==> src/rtl/serial_add_sub_ctrl.sv <==
//------------------------------------------------------------------------------
// serial_add_sub_ctrl : bit-serial WIDTH-bit add/sub with start/busy/done control
// Optional feature macro: OVERFLOW_DETECT_EN (adds registered signed-overflow ovf)
// Revision: 1.0
//------------------------------------------------------------------------------
`default_nettype none

module serial_add_sub_ctrl #(
  parameter int WIDTH = 8,
  parameter int CNT_W = $clog2(WIDTH)
) (
  input  logic             clk,
  input  logic             rst_n,
  input  logic             start,
  input  logic [WIDTH-1:0] in1,
  input  logic [WIDTH-1:0] in2,
  input  logic             SU,
  input  logic             EO,
  output logic             busy,
  output logic             done,
  output logic [WIDTH-1:0] result,
`ifdef OVERFLOW_DETECT_EN
  output logic             ovf,
`endif
  output logic             Cout
);

  typedef enum logic [1:0] {
    S_IDLE  = 2'd0,
    S_SHIFT = 2'd1,
    S_DONE  = 2'd2
  } state_t;

  localparam logic [CNT_W-1:0] LAST_CNT = CNT_W'(WIDTH - 1);

  state_t           state_q, state_d;
  logic [CNT_W-1:0] cnt_q, cnt_d;
  logic [WIDTH-1:0] a_sr_q, a_sr_d;
  logic [WIDTH-1:0] b_sr_q, b_sr_d;
  logic [WIDTH-1:0] sum_sr_q, sum_sr_d;
  logic             carry_q, carry_d;
  logic [WIDTH-1:0] res_q, res_d;
  logic             cout_q, cout_d;
`ifdef OVERFLOW_DETECT_EN
  logic             ovf_q, ovf_d;
`endif

  logic bit_s;
  logic bit_c;

  // One full-adder slice shared by every bit position.
  assign bit_s = a_sr_q[0] ^ b_sr_q[0] ^ carry_q;
  assign bit_c = (a_sr_q[0] & b_sr_q[0]) | (a_sr_q[0] & carry_q) | (b_sr_q[0] & carry_q);

  always_comb begin
    state_d  = state_q;
    cnt_d    = cnt_q;
    a_sr_d   = a_sr_q;
    b_sr_d   = b_sr_q;
    sum_sr_d = sum_sr_q;
    carry_d  = carry_q;
    res_d    = res_q;
    cout_d   = cout_q;
`ifdef OVERFLOW_DETECT_EN
    ovf_d    = ovf_q;
`endif
    busy     = 1'b0;
    done     = 1'b0;

    case (state_q)
      S_IDLE: begin
        if (start) begin
          // Subtraction is A + ~B + 1: invert B and seed the carry with SU.
          a_sr_d  = in1;
          b_sr_d  = SU ? ~in2 : in2;
          carry_d = SU;
          cnt_d   = '0;
          state_d = S_SHIFT;
        end
      end

      S_SHIFT: begin
        busy     = 1'b1;
        a_sr_d   = {1'b0, a_sr_q[WIDTH-1:1]};
        b_sr_d   = {1'b0, b_sr_q[WIDTH-1:1]};
        sum_sr_d = {bit_s, sum_sr_q[WIDTH-1:1]};
        carry_d  = bit_c;
        cnt_d    = cnt_q + 1'b1;
        if (cnt_q == LAST_CNT) begin
          res_d   = {bit_s, sum_sr_q[WIDTH-1:1]};
          cout_d  = bit_c;
`ifdef OVERFLOW_DETECT_EN
          // carry_q here is the carry into the MSB slice.
          ovf_d   = carry_q ^ bit_c;
`endif
          cnt_d   = '0;
          state_d = S_DONE;
        end
      end

      S_DONE: begin
        busy    = 1'b1;
        done    = 1'b1;
        state_d = S_IDLE;
      end

      default: begin
        state_d = S_IDLE;
      end
    endcase
  end

  always_ff @(posedge clk or negedge rst_n) begin
    if (!rst_n) begin
      state_q  <= S_IDLE;
      cnt_q    <= '0;
      a_sr_q   <= '0;
      b_sr_q   <= '0;
      sum_sr_q <= '0;
      carry_q  <= 1'b0;
      res_q    <= '0;
      cout_q   <= 1'b0;
`ifdef OVERFLOW_DETECT_EN
      ovf_q    <= 1'b0;
`endif
    end else begin
      state_q  <= state_d;
      cnt_q    <= cnt_d;
      a_sr_q   <= a_sr_d;
      b_sr_q   <= b_sr_d;
      sum_sr_q <= sum_sr_d;
      carry_q  <= carry_d;
      res_q    <= res_d;
      cout_q   <= cout_d;
`ifdef OVERFLOW_DETECT_EN
      ovf_q    <= ovf_d;
`endif
    end
  end

  assign result = EO ? res_q : '0;
  assign Cout   = cout_q;
`ifdef OVERFLOW_DETECT_EN
  assign ovf    = ovf_q;
`endif

endmodule

`default_nettype wire

==> config.mk <==
export PLATFORM = sky130hd
export DESIGN_NAME = serial_add_sub_ctrl
export DESIGN_NICKNAME = d
export VERILOG_FILES = /design/src/rtl/serial_add_sub_ctrl.sv
export SDC_FILE = /design/constraint.sdc
export NUM_CORES = 1
export LEC_CHECK = 0
export ABC_AREA = 1
export CORE_AREA = 2 2 73 75
export DETAILED_ROUTE_END_ITERATION = 8
export DIE_AREA = 0 0 75 77
export PLACE_DENSITY = 0.67
export SYNTH_ARGS = -nofsm -noshare
export SYNTH_HDL_FRONTEND = slang
export SYNTH_SLANG_ARGS = --single-unit
export TNS_END_PERCENT = 20
==> constraint.sdc <==
create_clock -name clk -period 2.7 [get_ports clk]
set_input_delay 0.27 -clock clk [delete_from_list [all_inputs] [get_ports clk]]
set_output_delay 0.27 -clock clk [all_outputs]
set_load 0.02 [all_outputs]
==> results.ini <==
[run_status]
outcome = finished clean

[worst_setup_path]
cp.required_ns = 2.43
crit_path_start = state_q[0]
r2r-start = state_q[1]
cp-start-kind = flip-flop
worstPathArrival_ns = 1.62
cp-end-kind = output pin
path_max_fanout = 3
crit_type = flip-flop to output pin
reg2reg_slack_ns = 1.05

[logic_synthesis]
yosys-top-cells-area = dfrtp_1 49%, nand2_1 22%, inv_1 5.6%, o21ai_0 4.6%, ha_1 3.9%
syn-num-nets = 287
syn_inst = 259
ys_seq_area_share_pct = 48.94
ys_types = 17
yosysWarnings = 0
synth_seq_cells = 38
synth_top_area_cell = dfrtp_1
synth_area_mm2 = 0.001943
synth_top_cell_area_share_pct = 48.94
synth_area_per_cell_um2 = 7.502

[clocking]
hold_buffers = 0
post-cts-setup-buffers = 0
cts_buffers = 5
post_cts_resized = 0
h-tree-depth = 2
insertion_delay_ns = 0.29
clock-sinks = 38
root_buffer = clkbuf_8
clkTransAtPathRegs_ns = 0.08
clk_path_buf_depth = 2
cts_tree = yes

[grt]
antenna_found_initial = 0
grt_overflow = 0
grt_pass1_vias = 1368
grt_pass1_wl_mm = 5.996
grt_max_degree = 39
track_usage_pct = 13.21

[floorplanning]
die_x_um = 75
coreArea_mm2 = 0.004977
rows = 26
dieArea_mm2 = 0.005775
start_util_pct = 39.04
dieHeight_um = 77
io_pins = 32

[sta]
maxSlewViolCount = 0
skew_ns = 0.01087
rsz0062_at_grt = no
tightest_slew_ns = 0.8444
hold_viol = 0
tns_ns = 0
max_slew_margin_pct = 43.71
fin_crit_ns = 1.893
fin_crit_sh_pct = 70.11
fmax_ghz = 0.5282
finalSetupViolCount = 0

[layout]
final_layout_size_suffix_gt1_share_pct = 5.190
syn2layout_area_growth_pct = 22.60
nFillCells = 518
final_nets = 316
diodes = 0
regArea_um2 = 950.9
instances_no_fill = 359
multi_input_area_um2 = 800.8

[place]
portBuffers = 31
dp_cells = 351
place_congestion = 0.7077
dpl.hpwl_mm = 2.243

[drt]
drtAntennaViolNets = 0
wl_per_cell_um = 9.379
drtPass1Iterations = 4
vias = 1540
wirelength_mm = 3.367
drt_iter0_markers = 110
drc_errors = 0
via_per_inst = 4.290

[pwr]
ir_drop_v = 0.0004145
p_leak_uw = 0.001280
power.density_cell_area_mw_per_mm2 = 1011

[flow_run]
max-cap-violations = 0

[hold_path]
hold_class = input pin to async pin

==> placed cells by master, fill, tap and decap left out, drive strengths merged <==
cell type      netlist  final
nor2                18     18
inv                 31     31
clkbuf               1      7
nand3               13     13
a21oi                1      1
nand2              118    118
dfrtp               38     38
buf                 10      3
o21ai               22     22
clkdlybuf4s50        0     30
fa                   1      1
ha                   6      6
bufinv               0      1
==> per-layer routing <==
layer,part of all wire [%],track usage (%),up-vias,wire length [um]
met4,1.5,4.286,0,51
met2,43,19.91,38,1435
met5,0,0,-,0
met1,51,18.01,660,1706
li1,-,-,836,-
met3,5.1,3.942,6,173
==> metrics by stage <==
step	hold WS (ns)	instance area, um2	power, uW	worst slack, ns	util, %
floorplan	-0.02559	1943	1750	1.404	-
global placement	0.4242	2276	1944	0.8398	45.73
detailed placement	0.4250	2276	1962	0.8207	45.73
CTS	0.1079	2382	2445	0.7818	47.86
global route	0.1547	2382	2654	0.7206	47.86
finish	0.08414	2382	2409	0.8069	47.86
==> where the power goes <==
| part | internal (uW) | switching [uW] | total [uW] |
|---|---|---|---|
| sequential | 789 | 111 | 900 |
| combinational | 383 | 653 | 1040 |
| clock | 276 | 196 | 473 |
| total | 1450 | 960 | 2410 |
==> worst paths after layout <==
| path | end | cells after the start |
|---|---|---|
| setup / recovery | busy | 3 |
| hold / removal | res_q[0] | 1 |
| hold reg to reg | res_q[7] | 2 |
| setup reg to reg | b_sr_q[6] | 8 |
| max in group asynchronous | res_q[7] | 1 |
| min in group clk | res_q[7] | 2 |
==> Yosys cell counts <==
cell and n:
buf_6 3, o21ai_0 18, o21ai_1 4, nand3_1 13, buf_4 1, inv_2 2
clkbuf_1 1, fa_1 1, buf_2 6, nand2_1 114, nand2_4 1, nor2_1 18
nand2_2 3, inv_1 29, ha_1 6, dfrtp_1 38, a21oi_1 1
==> state kept, by name, indices dropped and copies added (netlist names) <==
register  cells
cnt_q         3
state_q       2
Cout          1
res_q         8
sum_sr_q      7
a_sr_q        8
carry_q       1
b_sr_q        8
==> worst max-delay path, cell delays in order (launching register included) <==
cell and delay [ns]:
dfrtp_1 0.38, inv_1 0.08, ha_1 0.27, clkdlybuf4s50_1 0.59
==> cell families (layout without fill, tap and decap cells) <==
family	count (synthesis)	after routing	synth area share, %
flops	38	38	48.94
buf+inv	42	72	9.852
simple gates	149	149	30.39
compound gates	23	23	5.924
fa+ha+maj	7	7	4.894
==> layout make-up <==
class / count / share of cell area, %
clock buffers: 7 / 3.204
repair buffers: 33 / 13.45
well taps: 70 / 3.676
inverters: 31 / 4.884
multi-input cells: 179 / 33.61
flip-flops and latches: 38 / 39.92
clock inverters: 1 / 1.261
Note: power is estimated with default switching activity, not from simulation.
